**src/rtl/enemy_squad_controller.sv**
```systemverilog
// enemy_squad_controller
// Drives NUM_ENEMY patrolling enemies, one per row, and a shared pool of
// NUM_PROJ falling projectiles. Enemies take turns firing. A projectile is
// consumed when it touches the player.
// All state advances only on game_tick, and only while freeze is low.
// Optional build macro: AIMED_SHOT_EN. When it is defined, each projectile
// also drifts horizontally towards where the player stood at spawn time.
module enemy_squad_controller #(
    parameter int NUM_ENEMY    = 2,
    parameter int NUM_PROJ     = 8,
    parameter int ACTIVE_LEVEL = 1,
    parameter int PATROL_X_MIN = 120,
    parameter int PATROL_X_MAX = 580,
    parameter int STAGGER_X    = 64,
    parameter int ENEMY_Y0     = 120,
    parameter int ROW_PITCH    = 40,
    parameter int ENEMY_SPEED  = 3,
    parameter int PROJ_SPEED   = 6,
    parameter int SHOOT_PERIOD = 20
) (
    input  logic                      clk,
    input  logic                      rst,
    input  logic                      game_tick,
    input  logic                      freeze,
    input  logic [1:0]                level,
    input  logic [9:0]                player_x,
    input  logic [9:0]                player_y,
    output logic [10*NUM_ENEMY-1:0]   enemy_x_flat,
    output logic [10*NUM_ENEMY-1:0]   enemy_y_flat,
    output logic [10*NUM_PROJ-1:0]    proj_x_flat,
    output logic [10*NUM_PROJ-1:0]    proj_y_flat,
    output logic [NUM_PROJ-1:0]       proj_active,
    output logic                      hit_enemy
);

    localparam int PW = (NUM_PROJ > 1) ? $clog2(NUM_PROJ) : 1;
    localparam int SW = (NUM_ENEMY > 1) ? $clog2(NUM_ENEMY) : 1;
    localparam int TW = (SHOOT_PERIOD > 0) ? $clog2(SHOOT_PERIOD + 1) : 1;

    // Enemy rows never change, so y is a function of the enemy index.
    function automatic logic [9:0] row_y(input int k);
        return 10'(ENEMY_Y0 + k * ROW_PITCH);
    endfunction

    function automatic logic [9:0] init_x(input int k);
        return 10'(PATROL_X_MIN + k * STAGGER_X);
    endfunction

    logic [NUM_ENEMY-1:0][9:0] ex_q, ex_d;
    logic [NUM_ENEMY-1:0]      dir_q, dir_d;     // 1 = moving right
    logic [NUM_PROJ-1:0][9:0]  px_q, px_d;
    logic [NUM_PROJ-1:0][9:0]  py_q, py_d;
    logic [NUM_PROJ-1:0]       act_q, act_d;
    logic [TW-1:0]             timer_q, timer_d;
    logic [SW-1:0]             shooter_q, shooter_d;
`ifdef AIMED_SHOT_EN
    logic [NUM_PROJ-1:0][2:0]  dx_q, dx_d;       // two's complement x step
    logic signed [11:0]        nx;
`endif

    logic                 level_ok;
    logic                 run_tick;
    logic                 init_tick;
    logic [NUM_ENEMY-1:0] enemy_ov;
    logic [NUM_PROJ-1:0]  proj_ov;
    logic [PW-1:0]        free_idx;
    logic                 free_found;
    logic                 fire;
    logic [9:0]           shot_x;
    logic [9:0]           shot_y;

    assign level_ok  = (level == 2'(ACTIVE_LEVEL));
    assign run_tick  = game_tick && !freeze && level_ok;
    assign init_tick = game_tick && !freeze && !level_ok;
    assign fire      = (timer_q == '0);

    // Player-vs-object overlap. The edges are inclusive, and the math is done
    // in 11 bits so that the +width terms cannot wrap.
    always_comb begin
        enemy_ov = '0;
        proj_ov  = '0;
        for (int k = 0; k < NUM_ENEMY; k++) begin
            enemy_ov[k] = ({1'b0, player_x} <= {1'b0, ex_q[k]} + 11'd16) &&
                          ({1'b0, ex_q[k]} <= {1'b0, player_x} + 11'd16) &&
                          ({1'b0, player_y} <= {1'b0, row_y(k)} + 11'd16) &&
                          ({1'b0, row_y(k)} <= {1'b0, player_y} + 11'd16);
        end
        for (int j = 0; j < NUM_PROJ; j++) begin
            proj_ov[j] = act_q[j] &&
                         ({1'b0, player_x} <= {1'b0, px_q[j]} + 11'd5) &&
                         ({1'b0, px_q[j]} <= {1'b0, player_x} + 11'd16) &&
                         ({1'b0, player_y} <= {1'b0, py_q[j]} + 11'd12) &&
                         ({1'b0, py_q[j]} <= {1'b0, player_y} + 11'd16);
        end
    end

    // Find the lowest slot that is free at the start of the tick, and the
    // spawn point of the enemy whose turn it is.
    always_comb begin
        free_found = 1'b0;
        free_idx   = '0;
        for (int j = NUM_PROJ - 1; j >= 0; j--) begin
            if (!act_q[j]) begin
                free_found = 1'b1;
                free_idx   = PW'(j);
            end
        end
        shot_x = '0;
        shot_y = '0;
        for (int k = 0; k < NUM_ENEMY; k++) begin
            if (shooter_q == SW'(k)) begin
                shot_x = ex_q[k] + 10'd6;
                shot_y = row_y(k) + 10'd16;
            end
        end
    end

    // Next state for one active game tick: patrol, fall, fire.
    always_comb begin
        ex_d      = ex_q;
        dir_d     = dir_q;
        px_d      = px_q;
        py_d      = py_q;
        act_d     = act_q;
        timer_d   = timer_q;
        shooter_d = shooter_q;
`ifdef AIMED_SHOT_EN
        dx_d      = dx_q;
        nx        = '0;
`endif
        for (int k = 0; k < NUM_ENEMY; k++) begin
            if (dir_q[k]) begin
                if ({1'b0, ex_q[k]} + 11'(16 + ENEMY_SPEED) <= 11'(PATROL_X_MAX)) begin
                    ex_d[k] = ex_q[k] + 10'(ENEMY_SPEED);
                end else begin
                    ex_d[k]  = 10'(PATROL_X_MAX - 16);
                    dir_d[k] = 1'b0;
                end
            end else begin
                if ({1'b0, ex_q[k]} >= 11'(PATROL_X_MIN + ENEMY_SPEED)) begin
                    ex_d[k] = ex_q[k] - 10'(ENEMY_SPEED);
                end else begin
                    ex_d[k]  = 10'(PATROL_X_MIN);
                    dir_d[k] = 1'b1;
                end
            end
        end

        for (int j = 0; j < NUM_PROJ; j++) begin
            if (act_q[j]) begin
                if (proj_ov[j] ||
                    ({1'b0, py_q[j]} + 11'(12 + PROJ_SPEED) >= 11'd480)) begin
                    act_d[j] = 1'b0;
`ifdef AIMED_SHOT_EN
                    dx_d[j]  = 3'd0;
`endif
                end else begin
                    py_d[j] = py_q[j] + 10'(PROJ_SPEED);
`ifdef AIMED_SHOT_EN
                    nx = $signed({2'b00, px_q[j]}) + $signed({{9{dx_q[j][2]}}, dx_q[j]});
                    if (nx < 12'sd0) begin
                        px_d[j] = 10'd0;
                        dx_d[j] = 3'd0;
                    end else if (nx > 12'sd634) begin
                        px_d[j] = 10'd634;
                        dx_d[j] = 3'd0;
                    end else begin
                        px_d[j] = nx[9:0];
                    end
`endif
                end
            end else if (fire && free_found && (free_idx == PW'(j))) begin
                // The spawn slot was free at tick start, so it skips the fall step.
                act_d[j] = 1'b1;
                px_d[j]  = shot_x;
                py_d[j]  = shot_y;
`ifdef AIMED_SHOT_EN
                if ({1'b0, player_x} + 11'd8 > {1'b0, shot_x} + 11'd2) begin
                    dx_d[j] = 3'd2;
                end else if ({1'b0, player_x} + 11'd8 < {1'b0, shot_x} + 11'd2) begin
                    dx_d[j] = 3'b110;
                end else begin
                    dx_d[j] = 3'd0;
                end
`endif
            end
        end

        if (fire) begin
            timer_d   = TW'(SHOOT_PERIOD);
            shooter_d = (shooter_q == SW'(NUM_ENEMY - 1)) ? '0 : shooter_q + SW'(1);
        end else begin
            timer_d = timer_q - TW'(1);
        end
    end

    // State register. It loads the init state on reset or on an off-level
    // tick, and loads the next state on an active tick.
    always_ff @(posedge clk or negedge rst) begin
        if (!rst) begin
            for (int k = 0; k < NUM_ENEMY; k++) begin
                ex_q[k]  <= init_x(k);
                dir_q[k] <= (k % 2 == 0);
            end
            px_q      <= '0;
            py_q      <= '0;
            act_q     <= '0;
            timer_q   <= TW'(SHOOT_PERIOD);
            shooter_q <= '0;
`ifdef AIMED_SHOT_EN
            dx_q      <= '0;
`endif
        end else if (init_tick) begin
            for (int k = 0; k < NUM_ENEMY; k++) begin
                ex_q[k]  <= init_x(k);
                dir_q[k] <= (k % 2 == 0);
            end
            px_q      <= '0;
            py_q      <= '0;
            act_q     <= '0;
            timer_q   <= TW'(SHOOT_PERIOD);
            shooter_q <= '0;
`ifdef AIMED_SHOT_EN
            dx_q      <= '0;
`endif
        end else if (run_tick) begin
            ex_q      <= ex_d;
            dir_q     <= dir_d;
            px_q      <= px_d;
            py_q      <= py_d;
            act_q     <= act_d;
            timer_q   <= timer_d;
            shooter_q <= shooter_d;
`ifdef AIMED_SHOT_EN
            dx_q      <= dx_d;
`endif
        end
    end

    // Flatten the registered state onto the output buses.
    always_comb begin
        enemy_x_flat = '0;
        enemy_y_flat = '0;
        proj_x_flat  = '0;
        proj_y_flat  = '0;
        for (int k = 0; k < NUM_ENEMY; k++) begin
            enemy_x_flat[10*k +: 10] = ex_q[k];
            enemy_y_flat[10*k +: 10] = row_y(k);
        end
        for (int j = 0; j < NUM_PROJ; j++) begin
            proj_x_flat[10*j +: 10] = px_q[j];
            proj_y_flat[10*j +: 10] = py_q[j];
        end
        proj_active = act_q;
        hit_enemy   = level_ok && ((|enemy_ov) || (|proj_ov));
    end

endmodule
```
**config.mk**
```make
export PLATFORM = sky130hd
export DESIGN_NAME = enemy_squad_controller
export DESIGN_NICKNAME = d
export VERILOG_FILES = /design/src/rtl/enemy_squad_controller.sv
export SDC_FILE = /design/constraint.sdc
export NUM_CORES = 1
export LEC_CHECK = 0
export CORE_AREA = 5 5 235 168
export CTS_BUF_LIST = sky130_fd_sc_hd__clkbuf_4 sky130_fd_sc_hd__clkbuf_8 sky130_fd_sc_hd__clkbuf_16
export DETAILED_ROUTE_END_ITERATION = 12
export DIE_AREA = 0 0 240 173
export HOLD_SLACK_MARGIN = 0.02
export PLACE_DENSITY = 0.79
export SLEW_MARGIN = 30
export SYNTH_ARGS = -nofsm -noshare
export SYNTH_HDL_FRONTEND = slang
export SYNTH_SLANG_ARGS = --single-unit
```
**constraint.sdc**
```tcl
create_clock -name clk -period 5.5 [get_ports clk]
set_input_delay 1.1 -clock clk [delete_from_list [all_inputs] [get_ports clk]]
set_output_delay 1.1 -clock clk [all_outputs]
set_load 0.01 [all_outputs]
```
==> results of run 1 <==
-- cell families after synthesis --
logic type               share of synthesized area, %
XOR/XNOR                                         5.73
flip-flops                                       21.9
other                                          0.0349
AND/OR/NAND/NOR                                  19.8
adder cells (fa/ha/maj)                          23.8
AO/OA/AOI/OAI                                    22.4
multiplexers                                     1.40
buffers and inverters                            5.00
-- final timing paths --
kind / from / endpoint / slack (ps) / cells past startpoint
setup / recovery: player_y[8] / hit_enemy / 20 / 12
hold reg to reg: timer_q[1] / timer_q[1] / 510 / 2
min in group asynchronous: rst / proj_y_flat[61] / 600 / 1
setup reg to reg: proj_x_flat[31] / proj_y_flat[35] / 1560 / 16
hold / removal: timer_q[1] / timer_q[1] / 510 / 2
max in group asynchronous: rst / enemy_x_flat[1] / 3750 / 2
-- cell type report --
class                   count  area, um2  area share [%]
flip-flops and latches    188       4720            18.0
diodes                      1       2.50         0.00952
multi-input cells        2197      16100            61.2
clock inverters            14        128           0.486
repair buffers            434       3910            14.9
well taps                 488        611            2.32
clock buffers              18        433            1.65
inverters                 106        398            1.51
-- cells in the mapped netlist (17+ instances only) --
cell      count
o21ai_0     184
a31oi_1      31
mux2i_1      29
ha_1        410
buf_4        31
a21o_1       72
nor2_1      173
buf_2        19
o211ai_1     27
nand3_1     155
nand2b_1     21
dfrtp_1     177
xor2_1       81
nor3_1       56
clkbuf_1     84
nand2_1     223
o31ai_1      17
and3_1       27
nand3b_1     24
a211oi_1     28
inv_1       103
nor2b_1      18
nor4_1       17
a21oi_1     188
nand4_1      50
xnor2_1      60
-- state kept, by name, summed over array words and instances (netlist names) --
signal        cells
shooter_q         1
proj_y_flat      72
dir_q             2
proj_active       8
timer_q           5
proj_x_flat      80
enemy_x_flat     20
-- where the power goes --
group          internal, mW  switching [mW]  total [mW]  leakage [nW]
Clock                 0.604           0.668        1.27         0.274
Sequential             1.48           0.247        1.73          2.53
Combinational         0.821            1.08        1.90          9.05
Total                  2.91            2.00        4.90          11.9
-- timing repair --
item	CTS	global route
cloned	0	0
gates resized for setup	36	29
pin swaps	13	19
endpoints found under the setup margin	1	1
buffers inserted	6	8
hold endpoints to repair	0	0
-- critical path, cell delays in order --
cell and delay (ps):
clkdlybuf4s50_1 600, buf_4 240, ha_1 260, a21o_1 190
a21oi_1 210, or4b_2 670, a32oi_1 220, and3_1 290
a2111oi_4 60, a31oi_2 240, buf_4 170, buf_2 120
-- routing by layer --
metal	global-route usage [%]	vias up	wire (um)
li1	-	10338	-
met5	0	-	0
met3	10.9	181	10500
met2	55.1	1391	34100
met1	54.9	10951	34600
met4	11.3	0	2510
==> flow_summary.toml, run 1 <==
[run_status]
status = "completed"

[grt]
grt_usage_pct = 38.0
grt_overflow = 0
grt_antenna_before_repair = 1
grt_pass1_wl_um = 126000
grt_start_max_net_pins = 120
grt_pass1_vias = 21838

[clock_network]
cts_tree = "done"
h-tree-depth = 4
cts_hold_buf = 0
clockRootBuffer = "clkbuf_16"
clk_pin_slew_ps = 80
clkSinkCount = 188
cts_made_buffers = 17
clk-insertion-delay-late_ps = 470
clockBufferDepth = 2

[final_layout]
mostFrequentLayoutCell = "ha_1"
stdcell_count = 3446
drive_above_1_share_pct = 11.7
fin_nets = 3380
syn2layout_area_growth_pct = 22.0
design_area_um2 = 26300
fillers = 2925
final_core_util_pct = 71.3
final_cell_mix = "ha_1 (404), nand2_1 (222), buf_4 (214)"

[place]
dp_hpwl_um = 62600
placed_cells_incl_taps = 3399
place.gp.congestion = 1.03
dp_slack_ps = -757
placed_area_um2 = 25400
portBuffers = 206

[yosys]
ys_types = 91
synth-async-reset-ratio_pct = 100
syn-cell-area_um2 = 21500
synthCells = 2608
ys_ff_latch = 188
ys.flop_type = "dfrtp_1"
yosys.area.top_type_share_pct = 23.8
synth_top_cell_by_area = "ha_1"
yosys_warnings = 0
synth.avg_cell_area_um2 = 8.26
yosys-top-cells-area = "ha_1 (24%), dfrtp_1 (21%), a21oi_1 (4.4%)"
seq_area_frac_synth_pct = 21.9
synth_edf_count = 0

[route]
wl_per_cell_um = 23.7
routed_wirelength_um = 81800
vias = 22861
drc_errors = 0
ant_nets = 0
viasPerCell = 6.63
drt-initial-drc-count = 2726
dr.pass1.iters = 5

[die]
core.rowCount = 59
dieArea_um2 = 41500
io-pin-count = 235
fp.dieH_um = 173
core_um2 = 36800
initial_core_util_pct = 58.5
die_x_um = 240

[power]
p_leak_nw = 11.9
p_total_mw = 4.90
vdd_drop_max_mv = 0.228
powerDensity_nw_per_um2 = 186

[sta]
relSlewSlack_pct = 28.3
hold_ws_ps = 510
final-setup-viol-count = 0
max_freq_ghz = 0.182
finalHoldViolCount = 0
worst_pin_slew_ps = 1070
skew_ps = 16.3
slew_violations = 0
tns_ps = 0
final.setup.worst_slack_ps = 19.6
fin_crit_sh_pct = 99.6
fin_crit_ps = 5480

[setup_path]
endpoint_kind = "primary output"
crit_arrival_ps = 4380
crit_type = "in -> out"
worstPathRequired_ps = 4400
worst-path-max-fanout = 3
start_kind = "primary input"

[job]
max_cap_viol_count = 0

[hold_path]
hold_class = "reg -> reg"
Note: power is estimated with default switching activity, not from simulation.
==> inputs of run 2 (changes only) <==
--- a/config.mk
+++ b/config.mk
@@ -5,10 +5,10 @@
 export SDC_FILE = /design/constraint.sdc
 export NUM_CORES = 1
 export LEC_CHECK = 0
-export CORE_AREA = 5 5 235 168
+export CORE_AREA = 5 5 198 200
 export CTS_BUF_LIST = sky130_fd_sc_hd__clkbuf_4 sky130_fd_sc_hd__clkbuf_8 sky130_fd_sc_hd__clkbuf_16
 export DETAILED_ROUTE_END_ITERATION = 12
-export DIE_AREA = 0 0 240 173
+export DIE_AREA = 0 0 203 205
 export HOLD_SLACK_MARGIN = 0.02
 export PLACE_DENSITY = 0.79
 export SLEW_MARGIN = 30
==> run 2 against run 1 <==
Maximum frequency rose by 0.50%. Largest power group unchanged. Routed wire length shrank 0.83%. First-iteration DRC count decreased by 17%.
==> flow_summary.toml, run 2 (synthesis results as in run 1) <==
[run_status]
status = "completed"

[final_layout]
fin_nets = 3380
final_core_util_pct = 70.7
stdcell_count = 3432
syn2layout_area_growth_pct = 22.2
drive_above_1_share_pct = 11.9
final_cell_mix = "ha_1 (407), nand2_1 (222), buf_4 (211)"
mostFrequentLayoutCell = "ha_1"
largest_reg_flops = 80

[route]
dr.pass1.iters = 9
drt-initial-drc-count = 2264
drc_errors = 0
vias = 23170
routed_wirelength_um = 81100
wl_per_cell_um = 23.6
viasPerCell = 6.75
ant_nets = 0

[grt]
grt_usage_pct = 37.7
grt_overflow = 0
grt_antenna_before_repair = 1
grt_pass1_wl_um = 125000
grt_pass1_vias = 22470
grt_start_max_net_pins = 99

[job]
max_cap_viol_count = 0

[setup_path]
reg2regPathDepth = 27
r2r-end = "proj_y_flat[27]"
endpoint_kind = "primary output"
worstPathRequired_ps = 4400
cpLargestDelayFamily = "buffers and inverters"
start_kind = "primary input"
crit_type = "in -> out"
r2r-start = "proj_y_flat[22]"
cpMaxStageDelayCell = "clkdlybuf4s50_1"
worst-path-max-fanout = 5
regToRegSetupSlack_ps = 450
path_buf_inv = 7
crit_arrival_ps = 4350
worst_path_largest_cell_delay_ps = 480
path_cells = "clkdlybuf4s50_1 > buf_4 > nand3_2 > xor2_2 > buf_6 > buf_12 > ha_1 > a21o_1 > a21oi_2 > nand3_1 > o211ai_1 > nand3_1 > inv_2 > a2111oi_4 > a31oi_1 > buf_4 > clkdlybuf4s15_2"

[sta]
fin_crit_sh_pct = 99.2
skew_ps = 13.4
max_freq_ghz = 0.183
final.setup.worst_slack_ps = 46.7
final-setup-viol-count = 0
fin_crit_ps = 5450
finalHoldViolCount = 0
hold_ws_ps = 523
slew_violations = 0
relSlewSlack_pct = 29.5
worst_pin_slew_ps = 1030

[die]
core_um2 = 37200
dieArea_um2 = 41600
die_x_um = 203
io-pin-count = 235
initial_core_util_pct = 57.9
core.rowCount = 71
fp.dieH_um = 205

[place]
place.gp.congestion = 1.01
placed_cells_incl_taps = 3378
portBuffers = 206
dp_hpwl_um = 60400
dp_slack_ps = -684

[hold_path]
holdPathEnd = "timer_q[1]"
hold_class = "reg -> reg"
hold_depth = 2
min_from = "timer_q[1]"

[clock_network]
cts_tree = "done"
h-tree-depth = 4
clockRootBuffer = "clkbuf_16"
clkSinkCount = 188
cts_made_buffers = 17
clockBufferDepth = 2
clk_pin_slew_ps = 80
clk-insertion-delay-late_ps = 460

[power]
p_leak_nw = 11.9
vdd_drop_max_mv = 0.192
powerDensity_nw_per_um2 = 186
## run 2: stage by stage
step / TNS (ps) / total power [mW] / area, um2
floorplan: 0 / 2.71 / 21600
global placement: -644 / 3.46 / 25300
detailed placement: -684 / 3.54 / 25300
CTS: 0 / 4.83 / 26000
global route: -54.3 / 5.15 / 26300
finish: 0 / 4.91 / 26300
## run 2: layout make-up
cell class / instances / area, um2
diodes: 1 / 2.50
inverters: 106 / 398
multi-input cells: 2197 / 16100
well taps: 474 / 593
clock inverters: 12 / 119
fillers: 3001 / 10900
repair buffers: 434 / 3910
clock buffers: 20 / 460
flip-flops and latches: 188 / 4720
## run 2: worst max-delay path by stage
stage	startpoint	end	slack, ps	cells past startpoint
2_1_floorplan	player_x[4]	hit_enemy	500	13
3_3_place_gp	player_x[4]	hit_enemy	-640	17
3_5_place_dp	player_x[4]	hit_enemy	-680	17
4_1_cts	player_x[8]	hit_enemy	0.3	16
5_1_grt	player_y[7]	hit_enemy	-50	17
6_report	player_y[7]	hit_enemy	50	17
## run 2: report_power, final
part,switching [mW],leakage [nW],internal [mW]
registers,0.245,2.53,1.48
logic,1.07,9.04,0.823
clock network,0.655,0.284,0.631
total,1.97,11.9,2.94
## run 2: timing repair
| item | in CTS | in global routing |
|---|---|---|
| hold buffers | 0 | 0 |
| resized for setup | 33 | 45 |
| endpoints found under the setup margin | 1 | 10 |
| gates cloned | 0 | 0 |
| buffers inserted | 13 | 8 |
| pin swaps | 10 | 19 |
## run 2: worst register-to-register path, cell delays in order (launching register included)
cell     delay [ps]
dfrtp_1         560
inv_1           160
ha_1            270
nor2_1          180
nand2_1          90
xor2_1          160
ha_1            300
nand3_1         110
nor4_1          320
a41oi_1          70
a21bo_2         260
nand4_1         130
buf_4           160
buf_4           130
buf_4           130
buf_4           120
buf_4           120
buf_4           130
buf_4           130
buf_4           120
buf_4           120
buf_4           120
buf_4           120
buf_4           130
a41oi_2         270
buf_4           250
mux2i_1         200
nor3_1           70
## run 2: metal layers
metal	routed length (um)	global-route usage, %	vias up	part of all wire [%]
met5	0	0	-	0
met4	5160	20.9	0	6.4
met3	8520	7.49	353	11
met2	35800	59.4	1425	44
met1	31700	48.7	11026	39
li1	-	-	10366	-
